--- config.mk ---
export PLATFORM = sky130hd
export DESIGN_NAME = md5_candidate_block_builder
export DESIGN_NICKNAME = d
export VERILOG_FILES = /design/src/rtl/md5_brute_pkg.sv /design/src/rtl/radix_digit_step.sv /design/src/rtl/md5_candidate_block_builder.sv
export SDC_FILE = /design/constraint.sdc
export NUM_CORES = 1
export LEC_CHECK = 0
export ABC_AREA = 1
export CAP_MARGIN = 5
export CORE_ASPECT_RATIO = 1.75
export CORE_MARGIN = 1.5
export CORE_UTILIZATION = 46
export CTS_CLUSTER_SIZE = 24
export DETAILED_ROUTE_END_ITERATION = 12
export PLACE_DENSITY_LB_ADDON = 0.05
export REMOVE_ABC_BUFFERS = 1
export SYNTH_ARGS = -nofsm -noshare
export SYNTH_HDL_FRONTEND = slang
export SYNTH_SLANG_ARGS = --single-unit
export TNS_END_PERCENT = 100
--- constraint.sdc ---
create_clock -name CLK -period 27.6 [get_ports CLK]
set_input_delay 8.28 -clock CLK [delete_from_list [all_inputs] [get_ports CLK]]
set_output_delay 8.28 -clock CLK [all_outputs]
set_load 0.1 [all_outputs]
--- src/rtl/md5_brute_pkg.sv ---
// Shared definitions for the MD5 brute-force datapath.
//
// Contents:
//   MD5_BLOCK_W      width of one MD5 message block (512)
//   MD5_PAD_BYTE     first padding byte after the message (8'h80)
//   MD5_LEN_FIELD_W  width of the trailing message-length field (64)
//   builder_state_t  candidate block builder FSM states
//   md5_pad_template returns a block with padding and length filled in
//                    and all message bytes zero
package md5_brute_pkg;

  localparam int unsigned MD5_BLOCK_W     = 512;
  localparam logic [7:0]  MD5_PAD_BYTE    = 8'h80;
  localparam int unsigned MD5_LEN_FIELD_W = 64;

  typedef enum logic [1:0] {
    ST_IDLE    = 2'd0,
    ST_CONVERT = 2'd1,
    ST_EMIT    = 2'd2
  } builder_state_t;

  // Message bytes 0..len-1 are left zero; byte len holds the pad marker and
  // the top 64 bits carry the bit length, little-endian, as MD5 expects.
  function automatic logic [MD5_BLOCK_W-1:0] md5_pad_template(input int unsigned len);
    logic [MD5_BLOCK_W-1:0] t;
    t = '0;
    t[8*len +: 8] = MD5_PAD_BYTE;
    t[MD5_BLOCK_W-1 -: MD5_LEN_FIELD_W] = MD5_LEN_FIELD_W'(len * 8);
    return t;
  endfunction

endpackage

--- src/rtl/radix_digit_step.sv ---
// One base-RADIX digit extraction step.
//
// Ports:
//   work   in   32  remaining candidate value
//   quot   out  32  work / RADIX
//   digit  out   8  work % RADIX
//
// Purely combinational; RADIX is a constant so synthesis folds the divider
// into a constant-divisor network.
module radix_digit_step #(
  parameter int unsigned RADIX = 26
) (
  input  logic [31:0] work,
  output logic [31:0] quot,
  output logic [7:0]  digit
);

  localparam logic [31:0] DIVISOR = 32'(RADIX);

  assign quot  = work / DIVISOR;
  assign digit = 8'(work % DIVISOR);

endmodule

--- src/rtl/md5_candidate_block_builder.sv ---
// Converts a 32-bit candidate index into a fixed-length password over a
// contiguous charset and emits it as one padded 512-bit MD5 message block.
//
// Ports:
//   CLK         in   1    clock, posedge
//   reset_n     in   1    asynchronous active-low reset
//   cand_valid  in   1    candidate index present
//   cand        in   32   candidate index
//   cand_last   in   1    final candidate, travels with cand
//   cand_ready  out  1    candidate accepted this cycle (high only in IDLE)
//   blk_valid   out  1    message block valid
//   blk         out  512  padded block, byte k at blk[8k+7:8k]
//   blk_last    out  1    block derives from the cand_last candidate
//   blk_ovf     out  1    cand >= RADIX**LEN, high digits dropped
//   blk_ready   in   1    MD5 core accepts the block
//   blk_index   out  32   latched original cand (only with CANDIDATE_ECHO_EN)
//
// Build option: define CANDIDATE_ECHO_EN to add blk_index.
//
// One digit is produced per cycle, least significant first, written from the
// right end of the password so the most significant digit ends in byte 0.
module md5_candidate_block_builder
  import md5_brute_pkg::*;
#(
  parameter int unsigned LEN       = 6,
  parameter int unsigned RADIX     = 26,
  parameter logic [7:0]  BASE_CHAR = 8'h61
) (
  input  logic                   CLK,
  input  logic                   reset_n,
  input  logic                   cand_valid,
  input  logic [31:0]            cand,
  input  logic                   cand_last,
  output logic                   cand_ready,
  output logic                   blk_valid,
  output logic [MD5_BLOCK_W-1:0] blk,
  output logic                   blk_last,
  output logic                   blk_ovf,
  input  logic                   blk_ready
`ifdef CANDIDATE_ECHO_EN
  ,
  output logic [31:0]            blk_index
`endif
);

  localparam int unsigned            CNT_W        = 6;
  localparam logic [CNT_W-1:0]       LAST_IDX     = CNT_W'(LEN - 1);
  localparam logic [MD5_BLOCK_W-1:0] PAD_TEMPLATE = md5_pad_template(LEN);

  builder_state_t   state_q, state_d;
  logic [31:0]      work;
  logic [CNT_W-1:0] cnt;
  logic             accept;
  logic             step;

  logic [31:0]      quot;
  logic [7:0]       digit;
  logic [CNT_W-1:0] char_pos;
  logic [8:0]       char_lsb;

  radix_digit_step #(
    .RADIX (RADIX)
  ) u_step (
    .work  (work),
    .quot  (quot),
    .digit (digit)
  );

  assign char_pos = LAST_IDX - cnt;
  assign char_lsb = {char_pos, 3'b000};

  always_ff @(posedge CLK or negedge reset_n) begin
    if (!reset_n) begin
      state_q <= ST_IDLE;
    end else begin
      state_q <= state_d;
    end
  end

  always_comb begin
    state_d    = state_q;
    cand_ready = 1'b0;
    accept     = 1'b0;
    step       = 1'b0;
    case (state_q)
      ST_IDLE: begin
        cand_ready = 1'b1;
        if (cand_valid) begin
          accept  = 1'b1;
          state_d = ST_CONVERT;
        end
      end
      ST_CONVERT: begin
        step = 1'b1;
        if (cnt == LAST_IDX) begin
          state_d = ST_EMIT;
        end
      end
      ST_EMIT: begin
        if (blk_ready) begin
          state_d = ST_IDLE;
        end
      end
      default: state_d = ST_IDLE;
    endcase
  end

  // blk_valid is registered but tracks the EMIT state exactly.
  always_ff @(posedge CLK or negedge reset_n) begin
    if (!reset_n) begin
      blk_valid <= 1'b0;
      blk       <= '0;
      blk_last  <= 1'b0;
      blk_ovf   <= 1'b0;
      work      <= '0;
      cnt       <= '0;
    end else begin
      blk_valid <= (state_d == ST_EMIT);
      if (accept) begin
        work     <= cand;
        blk_last <= cand_last;
        blk_ovf  <= 1'b0;
        blk      <= PAD_TEMPLATE;
        cnt      <= '0;
      end else if (step) begin
        blk[char_lsb +: 8] <= BASE_CHAR + digit;
        work               <= quot;
        cnt                <= cnt + 1'b1;
        // Whatever survives LEN divisions is the part of cand that aliased.
        if (cnt == LAST_IDX) begin
          blk_ovf <= (quot != 32'd0);
        end
      end
    end
  end

`ifdef CANDIDATE_ECHO_EN
  always_ff @(posedge CLK or negedge reset_n) begin
    if (!reset_n) begin
      blk_index <= '0;
    end else if (accept) begin
      blk_index <= cand;
    end
  end
`endif

endmodule
; ---- Word level (Yosys, flattened, before mapping)
; Index checks and enable logic that the tools add are counted.
[word_totals]
ff_bits = 555
latchBits = 0
ramBits = 0
mem_bits_ro = 0
wordCells = 42
memories = 0
[op_classes]
n_addsub = 4
n_mul = 0
n_div = 2
order_cmp = 0
eq_ne = 4
n_shift = 2
mux = 18
n_bitwise = 0
n_reduce_logical = 5
[op_table]
columns = op, count
row1 = 512-bit 2-to-1 mux, 2
row2 = 512-bit bitwise mux, 1
row3 = 8-bit by 11-bit variable shift with 512-bit output (first input constant), 1
row4 = 8-bit by 11-bit indexed part select with 512-bit output, 1
row5 = 32-bit 2-to-1 mux, 2
row6 = 32-bit by 5-bit divider with 32-bit output (second input constant), 1
row7 = 32-bit by 5-bit remainder unit with 32-bit output (second input constant), 1
row8 = 32-bit nonzero test, 1
row9 = 6-bit 2-to-1 mux, 2
row10 = 9-bit negation with 11-bit output, 1
row11 = 7-bit by 8-bit adder with 8-bit output (first input constant), 1
row12 = 1-bit 2-to-1 mux, 7
row13 = 6-bit by 1-bit adder with 6-bit output (second input constant), 1
row14 = 6-bit by 3-bit == test with 1-bit output (second input constant), 1
row15 = 2-bit 2-to-1 mux, 3
row16 = 2-bit one-hot mux with 3 select lines, 1
row17 = 3-bit by 6-bit subtractor with 6-bit output (first input constant), 1
row18 = 2-bit == test (second input constant), 2
row19 = 2-bit nonzero test, 2
row20 = 2-bit by 1-bit == test with 1-bit output (second input constant), 1
row21 = 2-bit logical NOT, 1
row22 = 2-bit AND reduction, 1

; ---- Logic depth before layout (Yosys ltp)
[depth]
ltp_word = 6
ltp_mapped = 146

; ---- Hierarchy
; Synthesis repeated with hierarchy kept, for this count alone.
[hier_totals]
hier_cells = 3492
hier_area_um2 = 27457.6
[by_module_without_submodules]
columns = mod, n_inst, cells_per_inst, area_per_inst_um2, seq_area_each_um2
row1 = md5_candidate_block_builder, 1, 2849, 23900.4, 13888.3
row2 = radix_digit_step, 1, 643, 3557.2, 0.0

; ---- Worst setup path before layout
; Ideal clock, no wire load.
[synth_path]
path_type = register to register
from = register work[28]
to = register blk[265]
t_arrival_ns = 11.849
t_required_ns = 27.517
setup_slack_ns = 15.668
stages_incl_launch_ff = 137
n_path_buf = 0
period_less_slack_ns = 11.932
cell_sequence = dfrtp_1 o2111ai_1 nand2_2 nand2_1 nand3_1 nand2_2 nand2_2 nand2_1 nand2_2 nand3_4 nand2_4 nand2_1 nand2_2 nor2_2 nand2_4 nand3_1 nand2_2 nor2_4 [101 not listed] nand2_1 nor2_2 nand2_2 nand2_2 nand2_1 nand2_2 nor2_4 o21ai_0 and2_1 ha_1 inv_1 nor2_1 inv_1 nor2_1 nand2_1 nor2_1 inv_1 o21ai_0
[synth_between]
elab_chain_cells = 6
[synth_rtl]
columns = element, line_no
row1 = "start, declared", md5_candidate_block_builder.sv:51  ; logic [31:0] work;
row2 = "start signal, assigned", md5_candidate_block_builder.sv:120  ; work <= cand;
row3 = "start signal, assigned", md5_candidate_block_builder.sv:127  ; work <= quot;
row4 = 32-bit by 5-bit remainder unit with 32-bit output, radix_digit_step.sv:21  ; assign digit = 8'(work % DIVISOR);
row5 = 7-bit by 8-bit adder with 8-bit output, md5_candidate_block_builder.sv:126  ; blk[char_lsb +: 8] <= BASE_CHAR + digit;
row6 = 8-bit by 11-bit indexed part select with 512-bit output, md5_candidate_block_builder.sv:126
row7 = 512-bit bitwise mux, md5_candidate_block_builder.sv:126
row8 = 512-bit 2-to-1 mux, md5_candidate_block_builder.sv:125  ; end else if (step) begin
row9 = 512-bit 2-to-1 mux, md5_candidate_block_builder.sv:119  ; if (accept) begin
row10 = "end signal, assigned by index", md5_candidate_block_builder.sv:126
row11 = "end, declared", md5_candidate_block_builder.sv:36  ; output logic [MD5_BLOCK_W-1:0] blk,
; No other way between the ends. The select of a mux whose other input is x is not followed.
; A chain may end at the register's enable or synchronous reset.

; ---- Worst setup path in the final report
[layout_path]
from = register work[29]
to = register blk[265]
; The elaborated chain is that of the path after synthesis.

==> metrics.txt <==
met3 usage=7.90%; Post-DP HPWL=67500 um; Slew HR=19.7%; Post-CTS Setup Inserts=0; ys flop type=dfrtp_1; post-route antenna net violation count=0; post-cts resize count=0; antenna violations before repair=1; largest family of logic cells by synthesized area=simple AND/OR/NAND/NOR gates; #FFs+latches synth=555; vias in the first global route=24100; CTS Buf Count=52; Slew Limit Fails=0; number of port buffers=552; post-synthesis instance area=25600 um2; Detailed Route Iter0 Violations=1643; Synth Warn #=0; TNS Setup=0 ns; met1 global-route usage=38.3%; FF-to-FF Start=work[29]$_DFFE_PN0P_; Required @ worst endpoint=28.13 ns; Area contributors post-synth=dfrtp_1 (54%), nand2_1 (12%), nand3_1 (5.4%); critical path fanouts, max=7; DR vias=23500; EDFF count, synth=0; Initial Utilization=46.4%; gr ovfl total=0; Adder-Cell Fraction of Synth Area=0.440%; Post-Synth XOR/XNOR Area=0.884%; CTS Buffer Depth=3; WL final=94000 um; drt wl/cell=22.1 um; number of remaining DRC errors=0; most common cell after layout, fill and taps aside=nand2_1; hold crit path type=reg -> reg; die width=181 um; Slowest-stage cell, CP=dfrtp_1; Core Region=55200 um2; Synth top area share=54.2%; Synth Instances=2979; outcome=finished clean; Critical R2R Capture=blk[265]$_DFFE_PN0P_; CP arrival=15.23 ns; final design utilization=60.8%; final instance area=33600 um2; worst hold start=blk[373]$_DFFE_PN0P_; hold endpoint=blk[373]$_DFFE_PN0P_; largest net degree at the start of global routing=167; GRT met2 Usage=57.4%; root buffer cell=clkbuf_16; Ports=553; die height=315 um; # H-tree levels=2; clock skew=0.0337 ns; layout cells sized above 1=10.2%; Placer Congestion=0.959; first-pass GRT wire length=144000 um; f_max=68.0 MHz; row cnt=114; area grow syn2layout=31.1%; mean area per synthesized cell=8.60 um2; placed cell areas=31700 um2; minimum clock period=14.71 ns; Final period util=53.3%; delay of the slowest critical-path stage=0.42 ns; GRT Total Usage=32.9%; GRT busiest layer=met2; CTS tree=done; CTS Hold Bufs=0; clk slew on worst S/H paths=0.07 ns; CP Launch Type=flip-flop; DR vias/cell=5.53; simple logic cell fraction of the synthesized area=30.2%; Crit path max-delay family=simple AND/OR/NAND/NOR gates; Worst-Skew Late Latency=0.62 ns; total of max-cap violations=0; worst r2r path cells=132; worst hold path depth=2; Synth Area in Compound Gates=8.21%; Setup violations, final=0; post-synthesis mux area share=0%; Synth cell types=53; CP bufs+invs=5; First-pass DRT Iterations=6; Crit Path Class=reg -> reg; Die ar.=57200 um2; Synth area leader=dfrtp_1; nature of the critical path endpoint=flip-flop; reg2reg setup slack=12.89 ns; RSZ-0062 raised after global routing=no; sequential share of the synthesized area=54.2%; pin slew with the least headroom to its limit=1.20 ns; CTS Sinks=555; Final Hold Fails=0; Layout Nets=3557; most frequent cells in the layout=nand2_1 (820), dfrtp_1 (555), clkdlybuf4s50_1 (551); most used cell, CP=nand2_2; Post-synth ARST share=100%
==> flip-flops by register name, summed over array words and instances, names as in the netlist <==
name,flops
blk,512
blk_last,1
blk_ovf,1
blk_valid,1
cnt,6
state_q,2
work,32
==> stage by stage <==
| stage | cells | hold WS [ns] | worst slack (ns) |
|---|---|---|---|
| 3_3_place_gp | 4153 | 0.455 | 13.90 |
| 2_1_floorplan | 2888 | 0.495 | 13.21 |
| 3_5_place_dp | 4153 | 0.462 | 13.03 |
| 4_1_cts | 4250 | 0.479 | 12.96 |
| 6_report | 4251 | 0.476 | 12.89 |
| 5_1_grt | 4251 | 0.492 | 11.11 |
==> worst max-delay path by stage <==
| stage | from | end | slack (ns) | cells after the start |
|---|---|---|---|---|
| floorplan | cand_valid | blk[120]$_DFFE_PN0P_ | 13.21 | 6 |
| global placement | work[27]$_DFFE_PN0P_ | blk[9]$_DFFE_PN0P_ | 13.90 | 137 |
| detailed placement | work[28]$_DFFE_PN0P_ | blk[265]$_DFFE_PN0P_ | 13.03 | 133 |
| CTS | work[28]$_DFFE_PN0P_ | blk[265]$_DFFE_PN0P_ | 12.96 | 136 |
| global route | work[28]$_DFFE_PN0P_ | blk[265]$_DFFE_PN0P_ | 11.11 | 132 |
| finish | work[29]$_DFFE_PN0P_ | blk[265]$_DFFE_PN0P_ | 12.89 | 132 |
==> synth_stat cells, drive strengths merged (2+ instances only) <==
cell / n
a21oi: 7
a22o: 10
a32o: 7
and2: 2
and3: 14
buf: 35
clkbuf: 56
clkinv: 9
dfrtp: 555
ha: 9
inv: 270
nand2: 978
nand3: 301
nand3b: 7
nand4: 44
nor2: 221
nor3: 32
nor3b: 43
nor4: 8
o211ai: 14
o21ai: 293
o221ai: 17
o22ai: 2
o31ai: 8
o41ai: 6
or2: 2
xor2: 24
==> worst min-delay path: stages (launching register included) <==
cell and delay [ns]:
dfrtp_1 0.34, nand2_1 0.05, nand2_1 0.05
==> area by class of cell <==
type	count	area (um2)
fill	4787	21600
sequential	555	13900
multi-input combinational	2054	10200
timing repair buffer	569	5670
clock buffer	63	1390
inverter	279	1050
tap	696	871
clock inverter	34	500
antenna	1	2.50
==> cell families after synthesis <==
group	count (synthesis)
simple gates	1652
xor+xnor	25
compound gates	368
buf+inv	370
flops	555
fa+ha+maj	9
==> routing by layer <==
metal	part of all wire [%]	wire length, um
met2	50	47100
met3	7.8	7290
met4	5.1	4770
met1	37	34800
met5	0	0
Power is not shown: default switching activity piles up to over one toggle a cycle in this logic, so the estimate is an artifact.
